$ cat config.mk
export PLATFORM = sky130hd
export DESIGN_NAME = fifo_wr_arbiter
export DESIGN_NICKNAME = d
export VERILOG_FILES = /design/src/rtl/fifo_arb_pkg.sv /design/src/rtl/fifo_wr_arbiter_rr_picker.sv /design/src/rtl/fifo_wr_arbiter.sv
export SDC_FILE = /design/constraint.sdc
export NUM_CORES = 1
export LEC_CHECK = 0
export CAP_MARGIN = 25
export CORE_MARGIN = 1
export CORE_UTILIZATION = 41
export CTS_CLUSTER_SIZE = 24
export DETAILED_ROUTE_END_ITERATION = 8
export PLACE_DENSITY_LB_ADDON = 0.1
export SLEW_MARGIN = 20
export SYNTH_ARGS = -nofsm -noshare
export SYNTH_HDL_FRONTEND = slang
export SYNTH_HIERARCHICAL = 1
export SYNTH_SLANG_ARGS = --single-unit
$ cat constraint.sdc
create_clock -name clk -period 3.4 [get_ports clk]
set_clock_uncertainty 0.15 [all_clocks]
set_input_delay 1.02 -clock clk [delete_from_list [all_inputs] [get_ports clk]]
set_output_delay 1.02 -clock clk [all_outputs]
set_load 0.05 [all_outputs]
$ cat src/rtl/fifo_arb_pkg.sv
// Shared types and constants for the FIFO write-port arbiter.
package fifo_arb_pkg;

  typedef enum logic {
    IDLE  = 1'b0,
    BURST = 1'b1
  } arb_state_t;

  localparam int unsigned STAT_W = 16;
  localparam logic [STAT_W-1:0] STAT_MAX = 16'hFFFF;

endpackage

$ cat src/rtl/fifo_wr_arbiter_rr_picker.sv
// Combinational round-robin selector: first set bit of req at or after start, wrapping.
module rr_picker #(
  parameter int unsigned N  = 4,
  parameter int unsigned IW = $clog2(N)
) (
  input  logic [N-1:0]  req,
  input  logic [IW-1:0] start,
  output logic [N-1:0]  gnt,
  output logic [IW-1:0] idx,
  output logic          any
);

  logic [IW-1:0] cand;

  // Scan N candidates starting at the pointer; the first requester found wins.
  always_comb begin
    gnt  = '0;
    idx  = '0;
    any  = 1'b0;
    cand = '0;
    for (int unsigned i = 0; i < N; i++) begin
      cand = IW'((32'(start) + i) % N);
      if (!any && req[cand]) begin
        gnt[cand] = 1'b1;
        idx       = cand;
        any       = 1'b1;
      end
    end
  end

endmodule

$ cat src/rtl/fifo_wr_arbiter.sv
// Round-robin burst arbiter sharing one FIFO write port among N_REQ requesters.
// Optional per-requester beat counters are built when FIFO_ARB_STATS_EN is defined.
module fifo_wr_arbiter
  import fifo_arb_pkg::*;
#(
  parameter int unsigned N_REQ     = 4,
  parameter int unsigned WIDTH     = 8,
  parameter int unsigned MAX_BURST = 8
) (
  input  logic                       clk,
  input  logic                       aresetn,
  input  logic [N_REQ-1:0]           req_valid,
  input  logic [N_REQ*WIDTH-1:0]     req_data,
  input  logic [N_REQ-1:0]           req_last,
  output logic [N_REQ-1:0]           req_ready,
  output logic [WIDTH-1:0]           fifo_w_data,
  output logic                       fifo_w_enable,
  input  logic                       fifo_full,
  output logic [$clog2(N_REQ)-1:0]   grant_id,
  output logic                       busy
`ifdef FIFO_ARB_STATS_EN
  ,
  input  logic                       stat_clr,
  output logic [N_REQ*STAT_W-1:0]    stat_beats
`endif
);

  localparam int unsigned IW = $clog2(N_REQ);
  localparam int unsigned BW = $clog2(MAX_BURST + 1);

  arb_state_t      state_q, state_d;
  logic [IW-1:0]   grant_q, grant_d;
  logic [IW-1:0]   rr_ptr_q, rr_ptr_d;
  logic [BW-1:0]   beat_cnt_q, beat_cnt_d;
  logic            xfer;

  logic [N_REQ-1:0] pick_gnt;
  logic [IW-1:0]    pick_idx;
  logic             pick_any;
  logic             unused_pick_gnt;

  logic [WIDTH-1:0] req_data_a [N_REQ];

  // Unpack the flat data bus so the granted lane can be selected by index.
  for (genvar g = 0; g < N_REQ; g++) begin : g_unpack
    assign req_data_a[g] = req_data[g*WIDTH +: WIDTH];
  end

  rr_picker #(.N(N_REQ), .IW(IW)) u_picker (
    .req   (req_valid),
    .start (rr_ptr_q),
    .gnt   (pick_gnt),
    .idx   (pick_idx),
    .any   (pick_any)
  );

  // The binary index drives the grant; the one-hot form is not needed here.
  assign unused_pick_gnt = ^pick_gnt;

  // Next-state, grant bookkeeping and the combinational write datapath.
  always_comb begin
    state_d       = state_q;
    grant_d       = grant_q;
    rr_ptr_d      = rr_ptr_q;
    beat_cnt_d    = beat_cnt_q;
    req_ready     = '0;
    fifo_w_enable = 1'b0;
    fifo_w_data   = '0;
    xfer          = 1'b0;
    case (state_q)
      IDLE: begin
        if (pick_any) begin
          grant_d    = pick_idx;
          beat_cnt_d = '0;
          state_d    = BURST;
        end
      end
      BURST: begin
        req_ready[grant_q] = !fifo_full;
        fifo_w_enable      = req_valid[grant_q] & !fifo_full;
        fifo_w_data        = req_data_a[grant_q];
        xfer               = fifo_w_enable;
        if (xfer) begin
          beat_cnt_d = beat_cnt_q + BW'(1);
          if (req_last[grant_q] || (beat_cnt_q == BW'(MAX_BURST - 1))) begin
            state_d  = IDLE;
            rr_ptr_d = (grant_q == IW'(N_REQ - 1)) ? '0 : grant_q + IW'(1);
          end
        end
      end
      default: state_d = IDLE;
    endcase
  end

  // State register; reset abandons any burst in flight.
  always_ff @(posedge clk or negedge aresetn) begin
    if (!aresetn) begin
      state_q    <= IDLE;
      grant_q    <= '0;
      rr_ptr_q   <= '0;
      beat_cnt_q <= '0;
    end else begin
      state_q    <= state_d;
      grant_q    <= grant_d;
      rr_ptr_q   <= rr_ptr_d;
      beat_cnt_q <= beat_cnt_d;
    end
  end

  assign busy     = (state_q == BURST);
  assign grant_id = grant_q;

`ifdef FIFO_ARB_STATS_EN
  logic [STAT_W-1:0] stat_q [N_REQ];
  logic [STAT_W-1:0] stat_d [N_REQ];
  logic [N_REQ-1:0]  xfer_vec;

  assign xfer_vec = req_valid & req_ready;

  // Saturating per-requester beat counters; clear wins over a same-cycle beat.
  always_comb begin
    for (int unsigned i = 0; i < N_REQ; i++) begin
      stat_d[i] = stat_q[i];
      if (stat_clr) begin
        stat_d[i] = '0;
      end else if (xfer_vec[i] && (stat_q[i] != STAT_MAX)) begin
        stat_d[i] = stat_q[i] + STAT_W'(1);
      end
    end
  end

  // Counter registers.
  always_ff @(posedge clk or negedge aresetn) begin
    if (!aresetn) begin
      for (int unsigned i = 0; i < N_REQ; i++) stat_q[i] <= '0;
    end else begin
      for (int unsigned i = 0; i < N_REQ; i++) stat_q[i] <= stat_d[i];
    end
  end

  for (genvar g = 0; g < N_REQ; g++) begin : g_stat_out
    assign stat_beats[g*STAT_W +: STAT_W] = stat_q[g];
  end
`endif

endmodule

After elaboration in Yosys (flattened, before gate mapping)
Cells that the tools add are included.
{"block": "op_classes", "addsub": 5, "magnitude_cmp": 7, "n_eq_ne": 4, "n_mux": 36, "bitwise_logic": 4, "n_reduce_logical": 12}
{"op": "$mux W8", "n": 3}
{"op": "$bmux W8 S2", "n": 1}
{"op": "$lt A2 B3 Y1 const B", "n": 5}
{"op": "$mux W1", "n": 15}
{"op": "$bmux W1 S2", "n": 6}
{"op": "$mux W4", "n": 3}
{"op": "$mux W2", "n": 5}
{"op": "$pmux W4 S2", "n": 1}
{"op": "$add A2 B1 Y2 const B", "n": 2}
{"op": "$add A2 B2 Y2 const B", "n": 2}
{"op": "$add A4 B1 Y4 const B", "n": 1}
{"op": "$and A4 B4 Y4", "n": 1}
{"op": "$eq A4 B3 Y1 const B", "n": 1}
{"op": "$logic_and A1 B1 Y1", "n": 4}
{"op": "$logic_not A1 Y1", "n": 4}
{"op": "$reduce_and A2 Y1", "n": 2}
{"op": "$ge A3 B3 Y1 const B", "n": 1}
{"op": "$not A2 Y3", "n": 1}
{"op": "$reduce_and A3 Y1", "n": 1}
{"op": "$demux W1 S2", "n": 1}
{"op": "$eq A2 B2 Y1 const B", "n": 1}
{"op": "$ge A2 B1 Y1 const B", "n": 1}
{"op": "$ne A2 B1 Y1 const B", "n": 1}
{"op": "$ne A2 B2 Y1 const B", "n": 1}
{"op": "other kinds (4)", "n": 4}
{"block": "word_totals", "ff_bits": 9, "inputBits": 43, "output_inout_bits": 16, "word_cells": 72}

Logic depth before layout (Yosys ltp)
Gate-level depths: netlist (run 1).
{"block": "logic_depth", "depth_word": 14, "mapped_depth": 10, "depth_no_buf": 8}

Modules after synthesis
The synthesis (run 1) kept the hierarchy.
{"mod": "fifo_wr_arbiter", "instances": 1, "cells_each": 66, "area_per_inst_um2": 788.3, "seq_area_each_um2": 225.2}
{"mod": "rr_picker", "instances": 1, "cells_each": 45, "area_per_inst_um2": 419.2, "seq_area_each_um2": 0.0}

Worst setup path before layout (run 1)
Ideal clock, no wire load.
{"block": "synth_path", "kind": "register to output", "startpoint": "reg grant_q[0] (netlist: grant_id[0])", "endpoint": "out fifo_w_data[0]", "t_arrival_ns": 1.931, "required_ns": 2.230, "setup_slack_ns": 0.299, "stages_incl_launch_ff": 4, "n_path_buf": 1, "cell_sequence": "dfrtp_1 -> buf_2 -> mux4_2 -> and2_1"}
{"block": "synth_via", "elab_chain_cells": 5}
{"item": "start: declaration", "line": "fifo_wr_arbiter.sv:32", "text": "logic [IW-1:0] grant_q, grant_d;"}
{"item": "start signal: assignment", "line": "fifo_wr_arbiter.sv:104", "text": "grant_q <= grant_d;"}
{"item": "$not A2 Y3 (implied by the code)", "line": "fifo_wr_arbiter.sv:81", "text": "fifo_w_data = req_data_a[grant_q];"}
{"item": "$bmux W8 S2", "line": "fifo_wr_arbiter.sv:81"}
{"item": "$mux W8 (implied by the code) (2 in a row)", "line": "fifo_wr_arbiter.sv:81"}
{"item": "$mux W8", "line": "fifo_wr_arbiter.sv:70", "text": "case (state_q)"}
{"item": "end: declaration", "line": "fifo_wr_arbiter.sv:16", "text": "output logic [WIDTH-1:0] fifo_w_data,"}
No other way between the ends. The select of a mux whose other input is x is not followed.

Worst setup path after layout (run 1)
{"block": "layout_path", "startpoint": "in req_data[12]", "endpoint": "out fifo_w_data[4]"}
{"block": "layout_via", "elab_chain_cells": 4}
{"item": "start: declaration", "line": "fifo_wr_arbiter.sv:13", "text": "input logic [N_REQ*WIDTH-1:0] req_data,"}
{"item": "$bmux W8 S2", "line": "fifo_wr_arbiter.sv:81"}
{"item": "$mux W8 (implied by the code) (2 in a row)", "line": "fifo_wr_arbiter.sv:81"}
{"item": "$mux W8", "line": "fifo_wr_arbiter.sv:70"}
No other way between the ends. The select of a mux whose other input is x is not followed.

==> results of run 1 <==
## metrics by stage
step | cell area [um^2] | std cells | power [mW]
floorplan | 1080 | 95 | 1.04
global placement | 1760 | 188 | 1.35
detailed placement | 1760 | 188 | 1.38
CTS | 1790 | 192 | 1.48
global route | 1870 | 192 | 1.68
finish | 1870 | 192 | 1.58
## sequential cells by signal (all words and copies together), names as in the netlist
| signal | count |
|---|---|
| beat_cnt_q | 4 |
| grant_id | 2 |
| rr_ptr_q | 2 |
| busy | 1 |
## cell usage in the layout (no fill, tap or decap)
cell,instances
a21oi_1,2
a221o_1,1
a22o_1,1
a32o_1,1
and2_1,5
and2_4,8
and2b_2,1
and3b_1,1
and4b_1,1
buf_12,4
buf_4,12
buf_6,3
buf_8,6
clkbuf_1,1
clkbuf_4,3
clkdlybuf4s50_1,34
dfrtp_1,9
dlygate4sd2_1,4
dlymetal6s2s_1,7
ha_1,6
inv_1,6
mux2_2,5
mux2i_1,1
mux4_1,2
mux4_2,12
nand2_1,3
nand2b_1,2
nand3_1,2
nor2_1,3
nor2b_1,3
nor3_1,1
nor4_1,1
nor4b_4,1
o211ai_1,1
o211ai_2,1
o21a_1,1
o21ai_0,4
o311ai_0,1
o31ai_1,1
xnor2_1,1
## area by class of cell
cell class | instances | area, um^2
inverter | 6 | 22.5
sequential | 9 | 225
fill | 177 | 606
tap | 30 | 37.5
multi-input combinational | 73 | 803
timing repair buffer | 70 | 757
clock buffer | 4 | 26.3
## worst paths after layout
path,from,cells after the start,slack (ps),to
min in group asynchronous,aresetn,1,920,beat_cnt_q[2]
worst min register to register,beat_cnt_q[0],1,420,beat_cnt_q[0]
worst max-delay path,req_data[12],4,20,fifo_w_data[4]
max in group asynchronous,aresetn,1,1870,grant_id[1]
worst max register to register,rr_ptr_q[0],8,800,beat_cnt_q[0]
worst min-delay path,beat_cnt_q[0],1,420,beat_cnt_q[0]
## layer usage
layer / vias up / GRT usage (%) / share of wire [%] / wire length, um
li1: 497 / - / - / -
met1: 501 / 26.7 / 41 / 1280
met2: 48 / 41.5 / 50 / 1560
met3: 2 / 6.61 / 8.5 / 264
met4: 0 / 3.95 / 0.19 / 6
met5: - / 0 / 0 / 0
## worst reg2reg max path, stage by stage (launching register included)
cell and delay [ps]:
dfrtp_1 600, inv_1 90, ha_1 360, mux4_2 340
nor3_1 260, nand2b_1 120, nor2b_1 170, a21oi_1 250
mux2_2 210
## report_power, final
group	internal [mW]	switching (mW)	total, mW
clock	0.0455	0.0421	0.0875
combinational	0.638	0.616	1.25
sequential	0.151	0.0858	0.237
## timing repair
item / CTS / global route
hold buffers: 0 / 0
buffers inserted: 0 / 0
resized for setup: 7 / 26
pin swaps: 1 / 0
endpoints found under the setup margin: 2 / 8
==> impl_metrics.toml, run 1 <==
[run_status]
status = "finished clean"

[setup_path]
cp_data_required_time_ps = 2230
critPathCaptureType = "output port"
path_class = "in -> out"
worstPathCellList = "clkdlybuf4s50_1, mux4_2, and2_4, buf_8"
crit_family = "buffers and inverters"
cp_slowest_cell = "mux4_2"
cp-start-kind = "input port"
arrival_ps = 2210
crit_buf_inv = 2
critPathMaxStageDelay_ps = 450
cp_max_fo = 1

[drt]
num_vias = 1048
wl_per_cell_um = 16.2
vias_per_cell = 5.46
dr.pass1.iters = 4
wirelength_um = 3110
drtAntennaViolNets = 0
drc = 0
drt-initial-drc-count = 12

[timing]
finalCriticalPeriod_ps = 3380
setup-violations-final = 0
hold_viol = 0
worst_pin_slew_ps = 490
fin_setup_tns_ps = 0
whs_ps = 424
fmax_ghz = 0.296
setup_ws_ps = 17.7
max_slew_margin_pct = 67.2
period_share_pct = 99.5
final-max-slew-violation-count = 0
rsz0062_at_grt = "yes"

[global_routing]
overflow = 0
antenna_found_initial = 0
grt_pass1_wl_um = 4580
grt_pass1_vias = 998
track_usage_pct = 22.9
grt_start_max_net_pins = 13

[clock_tree]
numClockSinks = 9
ctsHtreeMaxLevel = 1
tritoncts = "yes"
clk_pin_slew_ps = 60
root_buffer = "clkbuf_4"
clk_latency_ps = 270
clock_path_buffers = 2
cts_buffers = 3

[die]
die_y_um = 53.3
ios = 59
initial_core_util_pct = 43.5
dieArea_mm2 = 0.00284
core_area_mm2 = 0.00248
dieWidth_um = 53.3
rows = 18

[cells_and_area]
nets = 212
num_antenna_cells = 0
layout-drive-gt1-share_pct = 34.6
final_util_pct = 75.6
syn2layout_area_growth_pct = 73.8

[hold_path]
min_path_type = "reg -> reg"

[place]
pre_cts_ws_ps = -149
place.port_buffers = 58
gp_congestion = 0.761
dp_hpwl_um = 2410

[yosys]
syn_area_mm2 = 0.00108
syn_nets = 144
synth.avg_cell_area_um2 = 11.3
synthCells = 95
yosys_warnings = 6

[pwr]
leakagePower_nw = 0.847
ir_drop_mv = 0.591
power_density_mw_per_mm2 = 844

[job]
cap_violations = 0
Note: power is estimated with default switching activity, not from simulation.
==> inputs of run 2 (changes only) <==
- GPL_TIMING_DRIVEN: default -> 0
==> run 2 against run 1 <==
  * Clock power is 2% lower
  * Routed wire length is 2.0% lower
  * Cell count is 1.6% lower
  * Non-clock buffer count is 3 lower
  * Sequential power is 11% lower
  * Die area stayed put
  * Fmax hardly changed
  * Combinational power is 3% lower
  * Critical path type unchanged
  * Largest cell class unchanged
==> impl_metrics.toml, run 2 (same netlist as run 1, synthesis figures left out) <==
[run_status]
status = "finished clean"

[pwr]
clkPwrFrac_pct = 5.7
leakagePower_nw = 0.753
internal-power_mw = 0.762
sw_frac_of_total_pct = 49.2
ir_drop_mv = 0.660
p_sw_mw = 0.739
comb_power_share_pct = 80.3
power_density_mw_per_mm2 = 861
sequentialPowerShare_pct = 14.0

[place]
postPlaceCellArea_mm2 = 0.00170
dp_cells = 183
gp_congestion = 0.835
place.port_buffers = 58
dp_hpwl_um = 2380

[setup_path]
cp_data_required_time_ps = 2230
cp-start-kind = "input port"
r2r_cells = 9
rrSetupSlack_ps = 750
arrival_ps = 2210
r2r-end = "beat_cnt_q[0]"
worst_r2r_startpoint = "rr_ptr_q[1]"
cp_max_fo = 1
path_class = "in -> out"
critPathCaptureType = "output port"

[timing]
final-max-slew-violation-count = 0
rsz0062_at_grt = "yes"
worst_pin_slew_ps = 499
setup-violations-final = 0
fmax_ghz = 0.296
hold_viol = 0
finalCriticalPeriod_ps = 3380
period_share_pct = 99.4
max_slew_margin_pct = 66.6

[cells_and_area]
layout_common_cells = "clkdlybuf4s50_1 (39), mux4_2 (12), dfrtp_1 (9), buf_6 (9), and2_1 (7)"
num_antenna_cells = 0
final_area_mm2 = 0.00174
nets = 209
max_flop_register = "beat_cnt_q"
nFillCells = 204
largest_reg_flops = 4
final_common_cell = "clkdlybuf4s50_1"
layout-drive-gt1-share_pct = 30.8
syn2layout_area_growth_pct = 61.9
fin_cells = 189

[global_routing]
grt_util_met2_pct = 38.8
overflow = 0
grt_pass1_vias = 1003
grt.met3_usage_pct = 7.47
grt_pass1_wl_um = 4690
gr-max-usage-layer = "met2"
grt_start_max_net_pins = 11
grtUsageMet1_pct = 28.3
track_usage_pct = 23.1
antenna_found_initial = 0

[die]
rows = 18
die_y_um = 53.3
dieWidth_um = 53.3
core_area_mm2 = 0.00248
dieArea_mm2 = 0.00284
initial_core_util_pct = 43.5
ios = 59

[drt]
vias_per_cell = 5.31
num_vias = 1003
wl_per_cell_um = 16.1
drc = 0
dr.pass1.iters = 4
drt-initial-drc-count = 4
drtAntennaViolNets = 0
wirelength_um = 3050

[hold_path]
whs_path_depth = 1
hold_start = "rr_ptr_q[0]"
min_path_type = "reg -> reg"
min_to = "rr_ptr_q[0]"

[clock_tree]
hold_buffers = 0
root_buffer = "clkbuf_4"
tritoncts = "yes"
clk_latency_ps = 270
cts_buffers = 3
ctsHtreeMaxLevel = 1
clock_path_buffers = 2
clk_pin_slew_ps = 60
numClockSinks = 9

[job]
cap_violations = 0
==> run 2: stage by stage <==
step / TNS, ps / worst slack (ps) / utilization, % / hold WS (ps) / total power [mW]
after floorplan: 0 / 299 / - / 353 / 1.04
after global placement: -6840 / -733 / 68.4 / 365 / 1.32
after detailed placement: -7060 / -761 / 68.4 / 381 / 1.35
after CTS: 0 / 7.19 / 68.1 / 399 / 1.43
after global routing: -16.3 / -6.97 / 70.4 / 416 / 1.59
final: 0 / 18.9 / 70.4 / 401 / 1.50
==> run 2: metal layers <==
layer	wire [um]	share of wire [%]
met2	1400	46
met5	0	0
met4	33	1.1
met3	297	9.7
met1	1320	43
==> run 2: how the worst max path moves through the flow <==
stage,startpoint,slack [ps],end
5_1_grt,req_valid[3],-7,fifo_w_enable
3_3_place_gp,req_valid[3],-730,fifo_w_enable
4_1_cts,req_data[30],7,fifo_w_data[6]
2_1_floorplan,grant_id[0],300,fifo_w_data[0]
6_report,req_data[19],20,fifo_w_data[3]
3_5_place_dp,req_valid[3],-760,fifo_w_enable
==> run 2: cell type report <==
class | instances | area [um^2] | area share [%]
flip-flops and latches | 9 | 225 | 12.9
repair buffers | 60 | 589 | 33.8
multi-input cells | 73 | 798 | 45.8
plain buffers | 7 | 45.0 | 2.58
well taps | 30 | 37.5 | 2.15
clock buffers | 4 | 26.3 | 1.51
inverters | 6 | 22.5 | 1.29
==> run 2: power groups by stage <==
stage	Sequential [mW]	Combinational (mW)	Clock (mW)
finish	0.210	1.21	0.0859
global route	0.216	1.28	0.0955
CTS	0.210	1.13	0.0890
detailed placement	0.211	1.14	0
global placement	0.207	1.11	0
floorplan	0.242	0.796	0
==> run 2: critical path, cell delays in order <==
cell	delay [ps]
clkdlybuf4s50_1	400
mux4_2	470
and2_4	180
buf_8	140
==> run 2: what timing repair did <==
item | in CTS | in global routing
endpoints found under the setup margin | 13 | 9
resized for setup | 80 | 17
setup buffers | 1 | 1
endpoints found under the hold margin | 0 | 0
